==> src/rtl/di_bus_arbiter.sv <==
// di_bus_arbiter
//   Shares one device-interface (di) register bus between two masters
//   (master 0 = HostInterface di port, master 1 = on-chip sequencer).
//   Round-robin, one transaction at a time: latch the winner's request,
//   hold the bus address, wait for rdwr_ready, issue one single-cycle
//   diRead/diWrite strobe, return read data with a one-cycle ack.
//
//   Parameters:
//     READ_LAT  cycles from diRead strobe to diRegDataOut valid (1..7)
//     TIMEOUT   max WAIT_RDY cycles before abort (1..65535)
//   Build option:
//     DI_ARB_TIMEOUT_EN  when defined, WAIT_RDY aborts after TIMEOUT cycles
//                        and flags m*_err; otherwise it waits indefinitely
//                        and m*_err is tied low.
//
//   Ports:
//     clk, reset                    clock, synchronous active-high reset
//     m*_ep/addr/wdata/rd/wr        master requests (level, sampled in IDLE)
//     m*_ack/rdata/err              per-master completion pulse, data, error
//     diEpAddr/diRegAddr/diRegDataIn/diRead/diWrite   bus to the slaves
//     diRegDataOut, rdwr_ready      slave read data and ready
//     grant, busy                   one-hot owner, transaction in progress
module di_bus_arbiter #(
   parameter int READ_LAT = 1,
   parameter int TIMEOUT  = 255
) (
   input  logic        clk,
   input  logic        reset,
   input  logic [15:0] m0_ep,
   input  logic [15:0] m0_addr,
   input  logic [15:0] m0_wdata,
   input  logic        m0_rd,
   input  logic        m0_wr,
   output logic        m0_ack,
   output logic [15:0] m0_rdata,
   output logic        m0_err,
   input  logic [15:0] m1_ep,
   input  logic [15:0] m1_addr,
   input  logic [15:0] m1_wdata,
   input  logic        m1_rd,
   input  logic        m1_wr,
   output logic        m1_ack,
   output logic [15:0] m1_rdata,
   output logic        m1_err,
   output logic [15:0] diEpAddr,
   output logic [15:0] diRegAddr,
   output logic [15:0] diRegDataIn,
   output logic        diRead,
   output logic        diWrite,
   input  logic [15:0] diRegDataOut,
   input  logic        rdwr_ready,
   output logic [1:0]  grant,
   output logic        busy
);

   typedef enum logic [2:0] {
      ST_IDLE     = 3'd0,
      ST_WAIT_RDY = 3'd1,
      ST_STROBE   = 3'd2,
      ST_CAPTURE  = 3'd3,
      ST_DONE     = 3'd4
   } state_t;

   state_t      state_r;
   state_t      next_s;
   logic        last_r;      // master that owns / last owned the bus
   logic        op_wr_r;
   logic [2:0]  lat_cnt_r;
   logic        req0_s;
   logic        req1_s;
   logic        sel_m1_s;
   logic        sel_wr_s;
   logic        cap_last_s;
   logic        timeout_s;
   logic        start_s;

   logic [15:0] ep_r;
   logic [15:0] addr_r;
   logic [15:0] wdata_r;
   logic        rd_stb_r;
   logic        wr_stb_r;
   logic        m0_ack_r;
   logic        m1_ack_r;
   logic [15:0] m0_rdata_r;
   logic [15:0] m1_rdata_r;
   logic [1:0]  grant_r;
   logic        busy_r;

   // Elaboration-time range check of the configuration.
   if (READ_LAT < 1 || READ_LAT > 7 || TIMEOUT < 1 || TIMEOUT > 65535) begin : g_bad_cfg
      $error("di_bus_arbiter: READ_LAT or TIMEOUT out of range");
   end

   assign req0_s     = m0_rd | m0_wr;
   assign req1_s     = m1_rd | m1_wr;
   // On a tie the master that did not own the bus last wins.
   assign sel_m1_s   = req1_s & (~req0_s | ~last_r);
   // rd and wr both high counts as a write.
   assign sel_wr_s   = sel_m1_s ? m1_wr : m0_wr;
   assign cap_last_s = (lat_cnt_r == 3'(READ_LAT - 1));
   assign start_s    = (state_r == ST_IDLE) && (next_s == ST_WAIT_RDY);

`ifdef DI_ARB_TIMEOUT_EN
   logic [15:0] to_cnt_r;
   logic        m0_err_r;
   logic        m1_err_r;

   assign timeout_s = (state_r == ST_WAIT_RDY) && !rdwr_ready &&
                      (to_cnt_r == 16'(TIMEOUT - 1));

   // WAIT_RDY cycle counter and per-master error flags (pulse with ack).
   always_ff @(posedge clk) begin
      if (reset) begin
         to_cnt_r <= 16'd0;
         m0_err_r <= 1'b0;
         m1_err_r <= 1'b0;
      end else begin
         to_cnt_r <= (state_r == ST_WAIT_RDY) ? (to_cnt_r + 16'd1) : 16'd0;
         m0_err_r <= timeout_s & ~last_r;
         m1_err_r <= timeout_s & last_r;
      end
   end

   assign m0_err = m0_err_r;
   assign m1_err = m1_err_r;
`else
   assign timeout_s = 1'b0;
   assign m0_err    = 1'b0;
   assign m1_err    = 1'b0;
`endif

   // State register.
   always_ff @(posedge clk) begin
      if (reset) begin
         state_r <= ST_IDLE;
      end else begin
         state_r <= next_s;
      end
   end

   // Next-state logic.
   always_comb begin
      next_s = state_r;
      case (state_r)
         ST_IDLE: begin
            if (req0_s || req1_s) begin
               next_s = ST_WAIT_RDY;
            end else begin
               next_s = ST_IDLE;
            end
         end
         ST_WAIT_RDY: begin
            if (rdwr_ready) begin
               next_s = ST_STROBE;
            end else if (timeout_s) begin
               next_s = ST_DONE;
            end else begin
               next_s = ST_WAIT_RDY;
            end
         end
         ST_STROBE: begin
            if (op_wr_r) begin
               next_s = ST_DONE;
            end else begin
               next_s = ST_CAPTURE;
            end
         end
         ST_CAPTURE: begin
            if (cap_last_s) begin
               next_s = ST_DONE;
            end else begin
               next_s = ST_CAPTURE;
            end
         end
         ST_DONE: next_s = ST_IDLE;
         default: next_s = ST_IDLE;
      endcase
   end

   // Transaction latch, registered bus strobes, grant/busy/ack and read data.
   always_ff @(posedge clk) begin
      if (reset) begin
         last_r     <= 1'b1;
         op_wr_r    <= 1'b0;
         lat_cnt_r  <= 3'd0;
         ep_r       <= 16'd0;
         addr_r     <= 16'd0;
         wdata_r    <= 16'd0;
         rd_stb_r   <= 1'b0;
         wr_stb_r   <= 1'b0;
         m0_ack_r   <= 1'b0;
         m1_ack_r   <= 1'b0;
         m0_rdata_r <= 16'd0;
         m1_rdata_r <= 16'd0;
         grant_r    <= 2'b00;
         busy_r     <= 1'b0;
      end else begin
         if (start_s) begin
            last_r  <= sel_m1_s;
            op_wr_r <= sel_wr_s;
            grant_r <= sel_m1_s ? 2'b10 : 2'b01;
            ep_r    <= sel_m1_s ? m1_ep    : m0_ep;
            addr_r  <= sel_m1_s ? m1_addr  : m0_addr;
            wdata_r <= sel_m1_s ? m1_wdata : m0_wdata;
         end else if (next_s == ST_DONE) begin
            grant_r <= 2'b00;
         end
         // Strobes are registered from the decision to enter STROBE,
         // which is only reachable from WAIT_RDY with rdwr_ready=1.
         rd_stb_r  <= (next_s == ST_STROBE) & ~op_wr_r;
         wr_stb_r  <= (next_s == ST_STROBE) & op_wr_r;
         busy_r    <= (next_s != ST_IDLE);
         m0_ack_r  <= (next_s == ST_DONE) & ~last_r;
         m1_ack_r  <= (next_s == ST_DONE) & last_r;
         lat_cnt_r <= (state_r == ST_CAPTURE) ? (lat_cnt_r + 3'd1) : 3'd0;
         if ((state_r == ST_CAPTURE) && cap_last_s) begin
            if (last_r) begin
               m1_rdata_r <= diRegDataOut;
            end else begin
               m0_rdata_r <= diRegDataOut;
            end
         end else if (timeout_s) begin
            if (last_r) begin
               m1_rdata_r <= 16'h0000;
            end else begin
               m0_rdata_r <= 16'h0000;
            end
         end
      end
   end

   assign diEpAddr    = ep_r;
   assign diRegAddr   = addr_r;
   assign diRegDataIn = wdata_r;
   assign diRead      = rd_stb_r;
   assign diWrite     = wr_stb_r;
   assign m0_ack      = m0_ack_r;
   assign m1_ack      = m1_ack_r;
   assign m0_rdata    = m0_rdata_r;
   assign m1_rdata    = m1_rdata_r;
   assign grant       = grant_r;
   assign busy        = busy_r;

endmodule

==> config.mk <==
export PLATFORM = sky130hd
export DESIGN_NAME = di_bus_arbiter
export DESIGN_NICKNAME = d
export VERILOG_FILES = /design/src/rtl/di_bus_arbiter.sv
export SDC_FILE = /design/constraint.sdc
export NUM_CORES = 1
export LEC_CHECK = 0
export ABC_AREA = 1
export CAP_MARGIN = 0
export CELL_PAD_IN_SITES_DETAIL_PLACEMENT = 1
export CELL_PAD_IN_SITES_GLOBAL_PLACEMENT = 1
export CORE_ASPECT_RATIO = 0.7
export CORE_MARGIN = 5
export CORE_UTILIZATION = 45
export DETAILED_ROUTE_END_ITERATION = 6
export DONT_BUFFER_PORTS = 1
export GPL_TIMING_DRIVEN = 0
export PLACE_DENSITY_LB_ADDON = 0.1
export SYNTH_ARGS = -nofsm -noshare
export SYNTH_HDL_FRONTEND = slang
export SYNTH_SLANG_ARGS = --single-unit
==> constraint.sdc <==
create_clock -name clk -period 2.24 [get_ports clk]
set_clock_uncertainty 0.2 [all_clocks]
set_input_delay 0.112 -clock clk [delete_from_list [all_inputs] [get_ports clk]]
set_output_delay 0.112 -clock clk [all_outputs]
set_load 0.03 [all_outputs]
==> metrics.cfg, run 1 <==
[cells_and_area]
layout.area.seq_sq_um = 1900
area_growth_pct = 39.7
n_fill_cell = 1145
fin_util_pct = 64.3
nNetsFinal = 844
multi_input_area_sq_um = 1940
drive_gt1_share_pct = 8.39
final_cell_count_no_fill = 854

[yosys]
ys_warn_count = 0
synth.distinct_cells = 26
syn_inst = 594
syn_avg_cell_area_sq_um = 7.03
ys_seq_elements = 95
synth-seq-area-share_pct = 45.5
synth_area_sq_um = 4180

[timing]
setup_violations = 0
tns_ns = 0
worst_slew_pin_slew_ns = 0.644
drv_slew = 0
fmax_ghz = 0.466
rsz0062_at_grt = no
max_slew_margin_pct = 57.1
hold_slack_ns = 0.0753
finalCritPeriodShare_pct = 95.8
hold_viol = 0
timing.final.crit_period_ns = 2.15

[outcome]
outcome = completed

[die]
die_h_um = 90.6
rows = 29
dieArea_sq_um = 11300
core_area_sq_um = 9070
io_pins = 208
initial_core_util_pct = 46.0
dieWidth_um = 125

[clock_network]
clock_latency_ns = 0.34
clock_sinks = 95
cts_made_buffers = 9
clockBufferDepth = 2
path_clk_slew_ns = 0.07
htreeDepth = 3
cts_tree = yes
cts_root_buf = clkbuf_16

[global_routing]
grt_first_pass_wirelength_um = 31400
antenna_found_initial = 2
grt_max_degree = 16
track_usage_pct = 34.9
grt_overflow = 0
grt_pass1_vias = 5511

[routing]
ant_nets = 0
drt_iter0_drc = 427
drt-vias-per-instance = 5.82
wl_um = 20100
wl_per_cell_um = 23.5
vias = 4971
dr.pass1.iters = 5
drc_errors = 0

[critical_path]
r2r_slack_ns = 0.09
cp.required_ns = 2.31
crit_path_frequent_cell = nand2_1
cp.arrival_ns = 2.22
path_buf_inv = 2
cpPeakStageDelay_ns = 0.55
startpoint_type = flop
cp_slowest_cell = dlygate4sd3_1
crit_chain = o21ai_2 > buf_2 > nand3_1 > nand2_1 > dlygate4sd3_1 > nand2_1 > a21oi_2
path_max_fanout = 10
crit_path_end_kind = flop
critPathKind = flop to flop
critPathTopFamily = buffers and inverters

[placed_design]
routabilityCongestion = 0.831
hpwl_um = 10800
dp.cells = 719
port_buffers = 0

[power_and_ir_drop]
powerDensity_nw_per_um2 = 872
max-vdd-ir-drop_mv = 0.507
p_leak_nw = 2.49
report.power.total_w = 0.00509

[min_path]
hold_class = input port to flop

[run]
maxCapViolCount = 0

==> final cells by class <==
| type | instances | share of cell area [%] |
|---|---|---|
| clock inverter | 5 | 1.01 |
| timing repair buffer | 117 | 20.1 |
| inverter | 18 | 1.29 |
| multi-input combinational | 437 | 33.3 |
| sequential | 95 | 32.6 |
| antenna | 3 | 0.129 |
| tap | 124 | 2.66 |
| clock buffer | 10 | 4.10 |
| buffer | 45 | 4.87 |
==> synthesized netlist by cell type <==
cell | count | share of area, %
inv_2 | 2 | 0.18
xnor2_1 | 1 | 0.21
clkinv_4 | 1 | 0.21
buf_2 | 19 | 2.3
nor3_1 | 2 | 0.24
nor2_4 | 1 | 0.27
nor2_1 | 8 | 0.72
o21ai_1 | 1 | 0.12
o211ai_1 | 1 | 0.18
o21ai_0 | 2 | 0.24
inv_1 | 14 | 1.3
a21oi_1 | 83 | 9.9
conb_1 | 1 | 0.090
nand4_1 | 7 | 1.0
buf_4 | 5 | 0.90
buf_6 | 8 | 2.2
nand2_4 | 2 | 0.54
nor3_2 | 1 | 0.24
nand2_2 | 3 | 0.45
inv_4 | 1 | 0.15
clkbuf_1 | 11 | 0.99
nand3_1 | 81 | 9.7
buf_1 | 2 | 0.18
nand2_1 | 240 | 22
ha_1 | 2 | 0.60
dfxtp_1 | 95 | 46
==> cell usage in the layout (no fill, tap or decap), types with 7 or more instances in the layout <==
master         netlist  layout
nand4_1              7       7
buf_6                8       8
a21oi_1             83      82
nand2_1            240     239
inv_1               14      14
clkbuf_1            11      11
nand3_1             81      81
buf_2               19      14
dfxtp_1             95      95
clkbuf_16            0       9
nor2_1               8       8
dlygate4sd3_1        0     117
==> where the power goes <==
| part | internal, W | leakage, nW | switching (W) |
|---|---|---|---|
| clock network | 0.000889 | 0.141 | 0.000653 |
| logic | 0.000529 | 1.57 | 0.000757 |
| registers | 0.00184 | 0.776 | 0.000414 |
| total | 0.00326 | 2.49 | 0.00183 |
==> repair_timing <==
item                                    CTS  global route
gates resized for setup                   0             9
endpoints found under the hold margin    87             0
setup buffers                             0             0
hold buffers                            117             0
endpoints found under the setup margin    0            49
==> worst paths after layout <==
kind           startpoint      endpoint  cells after the start
max                last_r   diEpAddr[4]                      7
min reg2reg  lat_cnt_r[0]  lat_cnt_r[0]                      1
min                 reset    state_r[1]                      4
max reg2reg        last_r   diEpAddr[4]                      7
==> worst reg2reg max path, stage by stage (launching register included) <==
cell	delay, ns
dfxtp_1	0.32
o21ai_2	0.15
buf_2	0.33
nand3_1	0.14
nand2_1	0.13
dlygate4sd3_1	0.55
nand2_1	0.09
a21oi_2	0.16
==> stage by stage <==
step                      setup WS (ns)  instance area (sq um)
after floorplan                   0.736                   4180
after global placement            0.584                   4340
after detailed placement          0.473                   4340
after CTS                        0.0268                   5800
after global routing            0.00270                   5830
final                            0.0940                   5830
==> sequential cells by signal, summed over array words and instances (netlist names) <==
name         cells
last_r           1
diRegAddr       16
state_r          3
diRegDataIn     16
m0_rdata        16
m1_ack           1
diWrite          1
grant            2
busy             1
diRead           1
diEpAddr        16
m0_ack           1
lat_cnt_r        3
m1_rdata        16
op_wr_r          1
==> logic make-up after synthesis <==
| logic type | share of synthesized area [%] |
|---|---|
| flip-flops | 45.5 |
| AND/OR/NAND/NOR | 34.8 |
| adder cells (fa/ha/maj) | 0.599 |
| XOR/XNOR | 0.210 |
| other | 0.0898 |
| buffers and inverters | 8.30 |
| AO/OA/AOI/OAI | 10.5 |
==> routing by layer <==
| layer | part of all wire, % | track usage [%] | wire, um |
|---|---|---|---|
| met1 | 36 | 38.0 | 7300 |
| met2 | 49 | 61.0 | 9930 |
| met3 | 9.7 | 12.1 | 1940 |
| met4 | 4.5 | 16.6 | 902 |
| met5 | 0 | 0 | 0 |
(Power assumes the default switching activity.)
==> inputs of run 2 (changes only) <==
ABC_AREA = default   (was 1)
CORE_UTILIZATION = 49   (was 45)
==> metrics.cfg, run 2 <==
[timing]
fmax_ghz = 0.451  ; -3.3%
timing.final.crit_period_ns = 2.22  ; +0.0736 ns
worst_slew_pin_slew_ns = 0.788  ; +0.144 ns
drv_slew = 0  ; unchanged
finalCritPeriodShare_pct = 99.1  ; +3.3 points
tns_ns = 0  ; unchanged
hold_viol = 0  ; unchanged
setup_violations = 0  ; unchanged
max_slew_margin_pct = 47.5  ; -9.6 points
hold_slack_ns = 0.110  ; +0.0345 ns
rsz0062_at_grt = yes

[power_and_ir_drop]
p_leak_nw = 2.23  ; -11%
powerDensity_nw_per_um2 = 887  ; +1.8%
max-vdd-ir-drop_mv = 0.640  ; +26%

[clock_network]
clock_sinks = 95  ; unchanged
cts_made_buffers = 9  ; unchanged
clockBufferDepth = 2  ; unchanged
cts_tree = yes
htreeDepth = 3  ; unchanged
clock_latency_ns = 0.35  ; about the same
path_clk_slew_ns = 0.07  ; about the same
cts_root_buf = clkbuf_16
cts_setup_buffers = 0  ; unchanged

[critical_path]
crit_path_end_kind = flop
critPathKind = flop to flop
cp.required_ns = 2.28  ; -0.03 ns
path_max_fanout = 10  ; unchanged
cp.arrival_ns = 2.26  ; +0.04 ns
r2r_slack_ns = 0.02  ; -0.07 ns
startpoint_type = flop

[routing]
ant_nets = 0  ; unchanged
wl_per_cell_um = 26.2  ; +12%
drt_iter0_drc = 247  ; -42%
vias = 4654  ; -6.4%
dr.pass1.iters = 5  ; unchanged
wl_um = 19300  ; -4.1%
drt-vias-per-instance = 6.34  ; +8.9%
drc_errors = 0  ; unchanged

[min_path]
hold_class = input port to flop

[cells_and_area]
layout_commonest_cell = dlygate4sd3_1
area_growth_pct = 37.4
nNetsFinal = 722  ; -14%
n_fill_cell = 954  ; -17%
drive_gt1_share_pct = 14.0  ; +5.6 points
final_cell_mix = 115 x dlygate4sd3_1, 95 x dfxtp_1, 51 x nand3_1, 50 x a21oi_1, 50 x nand2_1

[yosys]
yosys.cell_count.top_type = dfxtp_1
syn_avg_cell_area_sq_um = 9.38  ; +33%
synth-seq-area-share_pct = 42.7  ; -2.9 points
ys_async_sr_fraction_pct = 0  ; unchanged
synth-edff-count = 0  ; unchanged
yosysTopAreaCell = dfxtp_1
netlist_top_cells_count = 95 x dfxtp_1, 51 x nand3_1, 50 x a21oi_1, 50 x nand2_1
synth_top_area_share_pct = 42.7  ; -2.9 points
synth.distinct_cells = 37  ; +42%
ys_seq_elements = 95  ; unchanged
synth_area_leaders = dfxtp_1 43%, a311oi_2 17%, mux2i_1 7.2%
ys_warn_count = 0  ; unchanged
syn_inst = 475  ; -20%
synth_area_sq_um = 4460  ; +6.7%
ys.flop_type = dfxtp_1

[placed_design]
routabilityCongestion = 0.790  ; -5.0%
hpwl_um = 11100  ; +2.7%
port_buffers = 0  ; unchanged

[global_routing]
grt_pass1_vias = 5067  ; -8.1%
grt_max_degree = 17  ; +1
grt_overflow = 0  ; unchanged
grt_first_pass_wirelength_um = 28700  ; -8.7%
antenna_found_initial = 4  ; +2
track_usage_pct = 33.3  ; -1.6 points

[die]
die_h_um = 89.8  ; -0.91%
core_area_sq_um = 8960  ; -1.2%
initial_core_util_pct = 49.7  ; +3.7 points
rows = 29  ; unchanged
dieWidth_um = 124  ; -0.93%
dieArea_sq_um = 11100  ; -1.8%
io_pins = 208  ; unchanged

[run]
maxCapViolCount = 0  ; unchanged

[outcome]
outcome = completed

==> run 2: changes by cell type after synthesis, sizes merged, moves of 3 or more <==
cell / previous run / this run
nand3: 81 / 51
inv: 17 / 4
mux2i: 0 / 32
clkbuf: 11 / 42
a311oi: 0 / 49
nand3b: 0 / 3
nand2: 245 / 50
a21oi: 83 / 50
nand4: 7 / 0
buf: 34 / 15
o21ai: 3 / 51
==> run 2: cells by family after synthesis <==
kind of cell	after synthesis	synth area share [%]
compound gates	158	29.4
simple gates	124	13.1
flops	95	42.7
buf+inv	62	6.74
mux	32	7.19
fa+ha+maj	2	0.562
other cells	1	0.0842
xor+xnor	1	0.197
==> run 2: worst paths after layout <==
path / cells past startpoint / startpoint / endpoint
worst min register to register: 1 / lat_cnt_r[0] / lat_cnt_r[0]
worst max-delay path: 5 / state_r[0] / diEpAddr[14]
worst min-delay path: 3 / reset / grant[1]
worst max register to register: 5 / state_r[0] / diEpAddr[14]
==> run 2: stage by stage <==
step	cell area, sq um	instances	utilization [%]	setup WS (ns)	power [W]
final	6120	734	68.3	0.0204	0.00543
after global routing	6120	734	68.3	-0.0906	0.00561
after CTS	6110	731	68.1	0.0570	0.00533
after detailed placement	4610	600	51.5	0.0748	0.00344
after global placement	4610	600	51.5	0.170	0.00339
after floorplan	4460	476	-	0.458	0.00317
==> run 2: repair_timing <==
item	in CTS	in global routing
hold endpoints to repair	85	0
resized for setup	0	4
hold buffers	115	0
endpoints found under the setup margin	0	49
==> run 2: area by class of cell <==
class | instances | area [sq um] | area share (%)
inverters | 5 | 18.8 | 0.307
flip-flops and latches | 95 | 1900 | 31.1
clock inverters | 5 | 88.8 | 1.45
well taps | 124 | 155 | 2.53
repair buffers | 115 | 1150 | 18.8
plain buffers | 56 | 279 | 4.56
multi-input cells | 319 | 2260 | 37.0
diodes | 4 | 10.0 | 0.164
clock buffers | 11 | 253 | 4.13
==> run 2: where the power goes <==
part / internal (W) / total (W) / leakage, nW / switching, W
logic: 0.000525 / 0.00128 / 1.28 / 0.000757
registers: 0.00188 / 0.00240 / 0.780 / 0.000522
clock network: 0.00105 / 0.00175 / 0.168 / 0.000697
total: 0.00345 / 0.00543 / 2.23 / 0.00198
==> run 2: worst max-delay path: stages, from the launching register on <==
cell and delay [ns]:
dfxtp_1 0.30, buf_2 0.17, nor3_4 0.44, clkbuf_1 0.46, a21oi_1 0.20, a311oi_2 0.33
==> run 2: metal layers <==
layer / share of wire, % / vias to the layer above / track usage, %
met5: 0 / - / 0
met4: 3.8 / 0 / 14.9
met3: 8.7 / 66 / 10.5
met2: 50 / 286 / 57.2
met1: 37 / 2301 / 37.4
li1: - / 2001 / -
